## config.mk

```make
export PLATFORM = sky130hd
export DESIGN_NAME = phy_lane_fifo
export DESIGN_NICKNAME = d
export VERILOG_FILES = /design/src/rtl/phy_lane_fifo.sv
export SDC_FILE = /design/constraint.sdc
export NUM_CORES = 1
export LEC_CHECK = 0
export ABC_AREA = 1
export CAP_MARGIN = 20
export CORE_MARGIN = 5
export CORE_UTILIZATION = 35
export CTS_BUF_LIST = sky130_fd_sc_hd__clkbuf_4
export DETAILED_ROUTE_END_ITERATION = 8
export DONT_BUFFER_PORTS = 1
export GPL_ROUTABILITY_DRIVEN = 0
export HOLD_SLACK_MARGIN = 0.1
export PLACE_DENSITY_LB_ADDON = 0.12
export SYNTH_ARGS = -nofsm -noshare
export SYNTH_HDL_FRONTEND = slang
export SYNTH_SLANG_ARGS = --single-unit
export TNS_END_PERCENT = 100
```

## constraint.sdc

```tcl
create_clock -name CLK -period 15 [get_ports CLK]
set_clock_uncertainty 0.2 [all_clocks]
set_input_delay 3.75 -clock CLK [delete_from_list [all_inputs] [get_ports CLK]]
set_output_delay 3.75 -clock CLK [all_outputs]
set_load 0.01 [all_outputs]
```

## src/rtl/phy_lane_fifo.sv

```systemverilog
// Single-clock byte-lane FIFO for the DDR PHY datapath: 8x8 pass-through, 4x8 nibble
// packing or 8x4 nibble unpacking, with almost-flags, occupancy count and sticky errors.
module phy_lane_fifo #(
  parameter int CHANNELS  = 10,
  parameter int DEPTH     = 8,
  parameter int MODE      = 0,
  parameter int AE_THRESH = 1,
  parameter int AF_THRESH = 1
) (
  input  logic                         CLK,
  input  logic                         RESET,
  input  logic                         WREN,
  input  logic [CHANNELS*8-1:0]        D,
  input  logic                         RDEN,
  output logic [CHANNELS*8-1:0]        Q,
  output logic                         EMPTY,
  output logic                         FULL,
  output logic                         ALMOSTEMPTY,
  output logic                         ALMOSTFULL,
  output logic [$clog2(DEPTH+1)-1:0]   COUNT,
  input  logic                         CLR_ERR,
  output logic                         OVERFLOW,
  output logic                         UNDERFLOW
);

  localparam int W  = CHANNELS * 8;
  localparam int AW = $clog2(DEPTH);
  localparam int CW = $clog2(DEPTH + 1);
  localparam logic [W-1:0] LO_MASK = {CHANNELS{8'h0F}};

  logic [W-1:0]  mem_q [DEPTH];
  logic [AW-1:0] wr_ptr_q, wr_ptr_d, rd_ptr_q, rd_ptr_d;
  logic [CW-1:0] count_q, count_d, remain;
  logic          wph_q, wph_d, rph_q, rph_d;
  logic [W-1:0]  stage_q, stage_d, q_q, q_d;
  logic          ovf_q, ovf_d, unf_q, unf_d;
  logic          empty, full, acc_wr, acc_rd, push, pop;
  logic [W-1:0]  push_data, head;

  // Request/accept: WREN/RDEN are requests sampled every edge; a write is taken when
  // !FULL and a read when !EMPTY (both from registered COUNT), refused ones only flag errors.
  always_comb begin
    empty     = (count_q == '0);
    full      = (count_q == CW'(DEPTH));
    acc_wr    = WREN & ~full;
    acc_rd    = RDEN & ~empty;
    push      = acc_wr & ((MODE != 1) | wph_q);
    pop       = acc_rd & ((MODE != 2) | rph_q);
    push_data = (MODE == 1) ? (((D & LO_MASK) << 4) | stage_q) : D;

    wph_d   = (MODE == 1) ? (wph_q ^ acc_wr) : 1'b0;
    rph_d   = (MODE == 2) ? (rph_q ^ acc_rd) : 1'b0;
    stage_d = stage_q;
    if ((MODE == 1) && acc_wr && !wph_q) stage_d = D & LO_MASK;

    wr_ptr_d = wr_ptr_q + AW'(push);
    rd_ptr_d = rd_ptr_q + AW'(pop);
    count_d  = count_q + CW'(push) - CW'(pop);

    // Next head comes from the bypass when the FIFO drains to zero this edge.
    remain = count_q - CW'(pop);
    head   = (remain == '0) ? push_data : mem_q[rd_ptr_d];
    if (MODE == 2) head = rph_d ? ((head >> 4) & LO_MASK) : (head & LO_MASK);
    q_d = (count_d != '0) ? head : q_q;

    ovf_d = (ovf_q & ~CLR_ERR) | (WREN & full);
    unf_d = (unf_q & ~CLR_ERR) | (RDEN & empty);
  end

  always_ff @(posedge CLK) begin
    if (RESET) begin
      wr_ptr_q <= '0;
      rd_ptr_q <= '0;
      count_q  <= '0;
      wph_q    <= 1'b0;
      rph_q    <= 1'b0;
      stage_q  <= '0;
      q_q      <= '0;
      ovf_q    <= 1'b0;
      unf_q    <= 1'b0;
    end else begin
      wr_ptr_q <= wr_ptr_d;
      rd_ptr_q <= rd_ptr_d;
      count_q  <= count_d;
      wph_q    <= wph_d;
      rph_q    <= rph_d;
      stage_q  <= stage_d;
      q_q      <= q_d;
      ovf_q    <= ovf_d;
      unf_q    <= unf_d;
    end
  end

  always_ff @(posedge CLK) begin
    if (!RESET && push) mem_q[wr_ptr_q] <= push_data;
  end

  assign Q           = q_q;
  assign COUNT       = count_q;
  assign EMPTY       = empty;
  assign FULL        = full;
  assign ALMOSTEMPTY = (count_q <= CW'(AE_THRESH));
  assign ALMOSTFULL  = (count_q >= CW'(DEPTH - AF_THRESH));
  assign OVERFLOW    = ovf_q;
  assign UNDERFLOW   = unf_q;

endmodule

```

Yosys cells after proc, flatten, opt, wreduce, memory -nomap -nowiden

Memory sizes are Yosys's and may differ from the RTL's.
Index checks and enable logic that the tools add are counted.

$add $sub $neg: 5
$lt $le $gt $ge: 2
Equality and inequality tests: 1
Muxes and demuxes: 3
Bitwise operators: 11
Reduce and logical (&&, ||, !) cells: 5

Operators with widths:

| cell                                                                             | number |
|---|---|
| 80-bit two-way mux                                                               | 1 |
| 4-bit zero test                                                                  | 2 |
| 4-bit by 1-bit subtractor with 4-bit output                                      | 2 |
| 3-bit by 1-bit adder with 3-bit output                                           | 2 |
| 1-bit AND                                                                        | 6 |
| 4-bit by 1-bit adder with 4-bit output                                           | 1 |
| 4-bit == test, second input constant                                             | 1 |
| 4-bit by 3-bit >= comparator with 1-bit output, second input constant            | 1 |
| 4-bit by 1-bit less-or-equal comparator with 1-bit output, second input constant | 1 |
| 4-bit nonzero test                                                               | 1 |
| 1-bit inverter                                                                   | 3 |
| 1-bit two-way mux                                                                | 2 |
| 1-bit bitwise OR                                                                 | 2 |
| 1-bit logical AND                                                                | 1 |
| 1-bit zero test                                                                  | 1 |

Register bits after elaboration: 92
RAM bits: 640
Output and inout bits: 90
Logic and storage cells: 34
Memories kept: 1

Memories:

| name  | words | bits a word | read ports | clocked after memory_dff | write ports | RTL line | source |
|---|---|---|---|---|---|---|---|
| mem_q | 8     | 80          | 1          | 0                        | 1           | 31       | `logic [W-1:0] mem_q [DEPTH];` |

Logic depth before layout (Yosys ltp)

Gate-level depths: netlist (run 1).

Depth in word-level cells: 6
Depth in mapped cells: 19
Depth with buffers taken out: 17

Worst setup path after synthesis (run 1)

No wires, ideal clock.

Kind: input port to flip-flop
Start point: input WREN
End point: memory mem_q[0][0] (netlist name) (enable)
Setup time: 0.519 ns
Arrival: 7.362 ns
Path slack: 6.919 ns
Cell stages on the path: 4
Buffers on the path: 0
Cells stage by stage: nand2_1 > nor2_1 > nand2_1 > nor2_1

Cells in the longest elaborated chain, start to end: 4

RTL lines:

| what                                    | RTL line | source |
|---|---|---|
| start, declared                         | 12       | `input logic WREN,` |
| 1-bit AND                               | 45       | `acc_wr = WREN & ~full;` |
| 1-bit logical AND                       | 95       | `if (!RESET && push) mem_q[wr_ptr_q] <= push_data;` |
| 1-bit two-way mux                       | 95       |  |
| 1-bit two-way mux (implied by the code) | 95       |  |
| end, declared                           | 31       |  |

No other way between the ends.

Final worst setup path (run 1)

Start point: input RDEN
End point: register q_q[21] (netlist: Q[21])

Cells in the longest elaborated chain, start to end: 4

RTL lines:

| what                                                                                                         | RTL line | source |
|---|---|---|
| start, declared                                                                                              | 14       | `input logic RDEN,` |
| 1-bit AND *                                                                                                  | 46       | `acc_rd = RDEN & ~empty;` |
| 3-bit by 1-bit adder with 3-bit output / 4-bit by 1-bit subtractor with 4-bit output (equally long branches) | 57, 61   |  |
| memory 8 x 80 bit / 4-bit zero test (equally long branches)                                                  | n/a      |  |
| 80-bit two-way mux                                                                                           | 62       | `head = (remain == '0) ? push_data : mem_q[rd_ptr_d];` |
| end signal, assigned                                                                                         | 88       | `q_q <= q_d;` |
| end, declared                                                                                                | 35       | `logic [W-1:0] stage_q, stage_d, q_q, q_d;` |

Mark *: on every way between the ends. The rest lies on a longest branch, timed or not.
A chain may end at the register's enable or synchronous reset.

==> metrics.md, run 1 <==
| Metric | Value |
|---|---|
| HP Class | flip-flop to flip-flop |
| H-Tree Depth | 4 |
| Distinct cells, synth | 25 |
| Post-detail-place hpwl | 42900 um |
| Clk Latency, worst-skew pair | around 1.0 ns |
| Final setup fails | 0 |
| Mapped Area | 32000 sq um |
| Area grow syn2layout | 11.4% |
| Tot GR Track Use | between 10% and 20% |
| Drt pass-1 iters | 5 |
| CP peak stage delay | between 0.8 and 0.9 ns |
| Post-synth EDFFs | between 600 and 700 |
| Period utilisation layout | 43.1% |
| Final Non-Filler Cells | ~4600 |
| F_max | about 0.15 GHz |
| Vias | ~22000 |
| Vias in the first global route | around 22000 |
| Initial Util | 35.4% |
| Post-CTS Setup Inserts | 0 |
| Critical path peak fanout | 84 |
| Initial antenna violation count | 2 |
| CTS clk-pin slew, worst paths | roughly 0.07 ns |
| Top Ports | between 150 and 200 |
| Root Buffer | clkbuf_4 |
| First-pass GRT wire length | 137000 um |
| Sink Count | 732 |
| Pwr dens | 181 nW/um^2 |
| Commonest cells in the netlist | 802 x nand3_1, 660 x inv_1, 640 x edfxtp_1, 497 x nand2_1, 140 x o21ai_0 |
| TritonCTS Buffers | ~200 |
| Leak | about 15 nW |
| RSZ-0062 raised after global routing | false |
| Critical path class | input port to flip-flop |
| Die Y-Extent | roughly 310 um |
| Max IR drop VDD | about 0.00029 V |
| WP buf/inv | 4 |
| CP arrival | 7.16 ns |
| Pre-CTS WS | about 7.4 ns |
| DRC | 0 |
| Core area | between 90000 and 100000 sq um |
| Longest Clk Path Bufs | 3 |
| Most frequent cell after synthesis | nand3_1 |
| R2R setup slack | just over 10 ns |
| Largest net degree at the start of global routing | between 150 and 200 |
| Yosys top cell by area | edfxtp_1 |
| Rel. slew slack | 26.8% |
| Post_cts resized | 0 |
| Top post-synthesis cells by area | edfxtp_1 60%, nand3_1 13%, inv_1 7.7% |
| CTS tree | built |
| Yosys warns | 0 |
| Dpl cells | approximately 4200 |
| Remaining global-route overflow | 0 |
| Slew Limit Fails | 0 |
| Post-synthesis cell count | 3184 |
| Max-cap violations | 0 |
| CP Capture Type | flip-flop |
| Setup TNS Final | 0 ns |
| Avg Cell Area, Syn | ~10 sq um |
| Final WL | about 90000 um |
| Final Hold Viols | 0 |
| Die area | a little under 100000 sq um |
| PortBufs | 0 |
| Minimum clock period | 6.47 ns |
| Final total power | 6.44 mW |
| Slew of the pin with the lowest slew margin | 1.10 ns |
| Synth Register Bits | 732 |
| DRT iter0 DRCs | 1265 |
| Worst setup slack after layout | roughly 8.5 ns |
| DR WL/cell | around 20 um |
| Vias/cell | a little under 5 |
| Critical-path cell list | nand2_2 -> nor2_1 -> inv_1 -> nand2_1 -> ha_1 -> inv_1 -> fa_1 -> xor2_1 -> nor2_1 -> nand2_4 -> buf_4 -> o21ai_0 -> inv_1 -> a21oi_1 |
| Fin Hold WS | roughly 0.31 ns |
| CP required | 15.69 ns |
| # nets final | approximately 3300 |
| CTS Hold Bufs | 0 |
| CP max stage cell | buf_4 |
| Syn Nets | around 3300 |
| Die width | around 310 um |
| Top FF cell, synth | edfxtp_1 |
| Antenna-violating nets left | 0 |
| Crit-path leading delay family | buffers and inverters |
| Post-synth ARST share | 0% |
| Critical Path Source Type | input port |
| Share of cells above drive strength 1 | approximately an eighth |
| Top cell type's share of synthesized area | roughly three fifths |
| Most frequent CP cell | inv_1 |
| Seq/Total Area, Yosys | between 60% and 70% |
| Core Rows | 110 |
| Outcome | finished clean |
## final cells by class
| class | instances | area, sq um |
|---|---|---|
| timing repair buffer | 33 | 305 |
| multi-input combinational | 1591 | 7570 |
| inverter | 662 | 2490 |
| antenna | 5 | 12.5 |
| sequential | 732 | 21100 |
| clock buffer | 335 | 2510 |
| tap | 1176 | 1470 |
| fill | 8950 | 54800 |
| clock inverter | 46 | 204 |
## layer usage
metal	routed length, um	vias to the layer above	track usage [%]
li1	-	10700	-
met1	37100	10800	21.9
met2	45100	589	31.8
met3	6070	157	5.49
met4	1850	0	5.52
met5	0	-	0
## layout by cell type, fill, tap and decap left out, drive strengths merged
cell type / netlist / final
xnor2: 3 / 3
ha: 11 / 11
clkinv: 0 / 40
edfxtp: 640 / 640
diode: 0 / 5
bufinv: 0 / 1
nor2: 24 / 24
xor2: 1 / 1
nand3: 803 / 803
clkbuf: 69 / 335
dfxtp: 92 / 92
fa: 1 / 1
buf: 130 / 33
o21ai: 161 / 161
a21oi: 85 / 85
clkinvlp: 0 / 1
nand2: 501 / 501
inv: 662 / 666
a21o: 1 / 1
## per-stage QoR
stage / cell area, sq um / util [%]
3_3_place_gp: 32900 / 36.4
3_5_place_dp: 32900 / 36.4
4_1_cts: 35600 / 39.4
5_1_grt: 35600 / 39.4
2_1_floorplan: 32000 / -
6_report: 35600 / 39.4
## report_power, final
group | switching (mW) | internal, mW | total, mW | leakage (nW)
clock network | 0.844 | 1.02 | 1.86 | 1.64
registers | 0.162 | 2.38 | 2.54 | 6.54
logic | 1.45 | 0.585 | 2.04 | 6.94
total | 2.46 | 3.98 | 6.44 | 15.1
## final timing paths
path,from,end,cells after the start
max reg2reg,COUNT[2]$_SDFF_PP0_,Q[21]$_SDFFE_PP0P_,17
min reg2reg,OVERFLOW$_SDFF_PP0_,OVERFLOW$_SDFF_PP0_,2
max,RDEN,Q[21]$_SDFFE_PP0P_,14
min,OVERFLOW$_SDFF_PP0_,OVERFLOW$_SDFF_PP0_,2
## worst register-to-register path, delay by kind of cell (launching register included)
kind                       cells  cell delay [ns]
buffers and inverters          5             1.36
adders and majority gates      3             0.84
xor gates and xnor gates       1             0.19
AOI/OAI and AO/OA              2             0.29
and+or+nand+nor                6             1.31
DFF                            1             0.42
## sequential cells by signal, indices dropped and copies added, names as in the netlist
| register | flops |
|---|---|
| COUNT | 4 |
| OVERFLOW | 1 |
| Q | 80 |
| UNDERFLOW | 1 |
| mem_q | 640 |
| rd_ptr_q | 3 |
| wr_ptr_q | 3 |
## cells by family (layout without fill, tap and decap cells)
family	after synthesis	in the layout	synth area share, %
other cells	0	5	0
simple gates	1328	1328	18.8
compound gates	247	247	3.88
buf+inv	861	1076	10.9
fa+ha+maj	12	12	0.493
flops	732	732	65.8
xor+xnor	4	4	0.110
Power figures use the tool's default switching activity.
==> inputs of run 2 (changes only) <==
clock period = 5.8 ns   (was 15 ns; I/O delays follow)
==> metrics.md, run 2 (synthesized netlist as in run 1, its figures left out) <==
| Metric | Value |
|---|---|
| TritonCTS Buffers | 202 |
| Commonest cells after routing, fill and taps aside | 802 x nand3_1, 659 x inv_1, 640 x edfxtp_1 |
| Final Hold Viols | 0 |
| Clk Latency, worst-skew pair | just over 1 ns |
| CP arrival | 4.64 ns |
| First-pass GRT wire length | around 140000 um |
| Fillers | roughly 8900 |
| Root Buffer | clkbuf_4 |
| Die Y-Extent | ~310 um |
| Core Rows | 110 |
| Top Ports | about 180 |
| Vias in the first global route | 22700 |
| CTS tree | built |
| Post_cts resized | 0 |
| Reg with most FFs | mem_q |
| Area grow syn2layout | 11.9% |
| Leak | 15.1 nW |
| Post-CTS Setup Inserts | 0 |
| DRC | 0 |
| H-Tree Depth | 4 |
| # nets final | roughly 3300 |
| Share of cells above drive strength 1 | between 10% and 20% |
| Slew Limit Fails | 0 |
| Initial Util | a little over a third |
| Minimum clock period | around 4.0 ns |
| Sink Count | ~730 |
| Max-cap violations | 0 |
| GRT busiest layer | met2 |
| CP Capture Type | flip-flop |
| Slew of the pin with the lowest slew margin | between 1 and 1.5 ns |
| DR WL/cell | around 20 um |
| F_max | approximately 0.25 GHz |
| Largest net degree at the start of global routing | roughly 180 |
| Max IR drop VDD | 0.000547 V |
| Critical path class | flip-flop to flip-flop |
| Longest Clk Path Bufs | 3 |
| RSZ-0062 raised after global routing | false |
| Rel. slew slack | around a quarter |
| Die area | between 90000 and 100000 sq um |
| Die width | 312 um |
| Number of flip-flops in the largest register | 640 |
| Tot GR Track Use | about 18% |
| Remaining global-route overflow | 0 |
| Met2 usage | a little under a third |
| Vias/cell | roughly 5 |
| PortBufs | 0 |
| CTS clk-pin slew, worst paths | 0.07 ns |
| Commonest non-fill, non-tap cell in the layout | nand3_1 |
| Antenna-violating nets left | 0 |
| Final Util | approximately 40% |
| Final WL | roughly 90000 um |
| Initial antenna violation count | 2 |
| Post-detail-place hpwl | approximately 43000 um |
| Period utilisation layout | 68.3% |
| Pwr dens | approximately 470 nW/um^2 |
| HP Class | input port to flip-flop |
| Setup TNS Final | 0 ns |
| CP required | 6.48 ns |
| CTS Hold Bufs | 0 |
| Core area | about 90000 sq um |
| M3 GR Usage | approximately 5.4% |
| GR Layer Usage met1 | a little over a fifth |
| Critical path peak fanout | slightly below 50 |
| Drt pass-1 iters | 5 |
| Vias | ~22000 |
| DRT iter0 DRCs | roughly 1300 |
| Final setup fails | 0 |
| Critical Path Source Type | flip-flop |
| Outcome | finished clean |
## run 2: cell count changes in the layout (fill, tap and decap cells not counted), sizes merged
cell      delta
clkbuf      -26
buf          +3
inv          -2
clkinv       +9
clkinvlp     +4
bufinv       +3
## run 2: worst max-delay path, cell delays in order, from the launching register on
cell	delay, ns
dfxtp_1	0.42
inv_1	0.16
ha_1	0.27
nand2_2	0.14
nand2_2	0.15
nor2_1	0.22
inv_1	0.09
nand2_1	0.07
ha_1	0.17
inv_1	0.07
fa_1	0.40
xor2_1	0.20
nor2_1	0.09
nand2_4	0.43
buf_4	0.41
o21ai_0	0.15
inv_1	0.09
a21oi_1	0.06
## run 2: cell type report
type                    count  area, sq um  area share, %
flip-flops and latches    732        21100           58.9
multi-input cells        1591         7570           21.2
inverters                 662         2490           6.97
clock buffers             309         2320           6.48
well taps                1176         1470           4.11
repair buffers             36          495           1.38
clock inverters            60          354          0.990
diodes                      5         12.5         0.0350
## run 2: path summary, 6_finish.rpt
path | end | start | depth (start not counted) | slack [ns]
setup / recovery | Q[51]$_SDFFE_PP0P_ | COUNT[2]$_SDFF_PP0_ | 17 | 1.84
hold / removal | rd_ptr_q[1]$_SDFF_PP0_ | RESET | 1 | 0.28
setup reg to reg | Q[51]$_SDFFE_PP0P_ | COUNT[2]$_SDFF_PP0_ | 17 | 1.84
hold reg to reg | OVERFLOW$_SDFF_PP0_ | OVERFLOW$_SDFF_PP0_ | 2 | 0.31
## run 2: power breakdown
part | switching (mW) | internal (mW)
Sequential | 0.387 | 6.15
Combinational | 3.83 | 1.57
Clock | 2.18 | 2.59
Total | 6.40 | 10.3
## run 2: per-layer routing
metal / vias to the layer above / part of all wire, %
li1: 10700 / -
met1: 10800 / 43
met2: 550 / 48
met3: 161 / 6.4
met4: 0 / 2.3
met5: - / 0
## run 2: stage by stage
step                      instance area [sq um]  power, mW  instances  hold WS (ns)  setup slack [ns]
final                                     35800       16.7       4571         0.284              1.84
after detailed placement                  33100       12.2       4197         0.306              1.36
after CTS                                 35800       17.0       4566         0.128              1.81
after global placement                    33100       12.1       4197         0.298              1.33
after floorplan                           32000       10.6       3184         0.281            0.0192
after global routing                      35800       18.0       4571         0.135              1.50
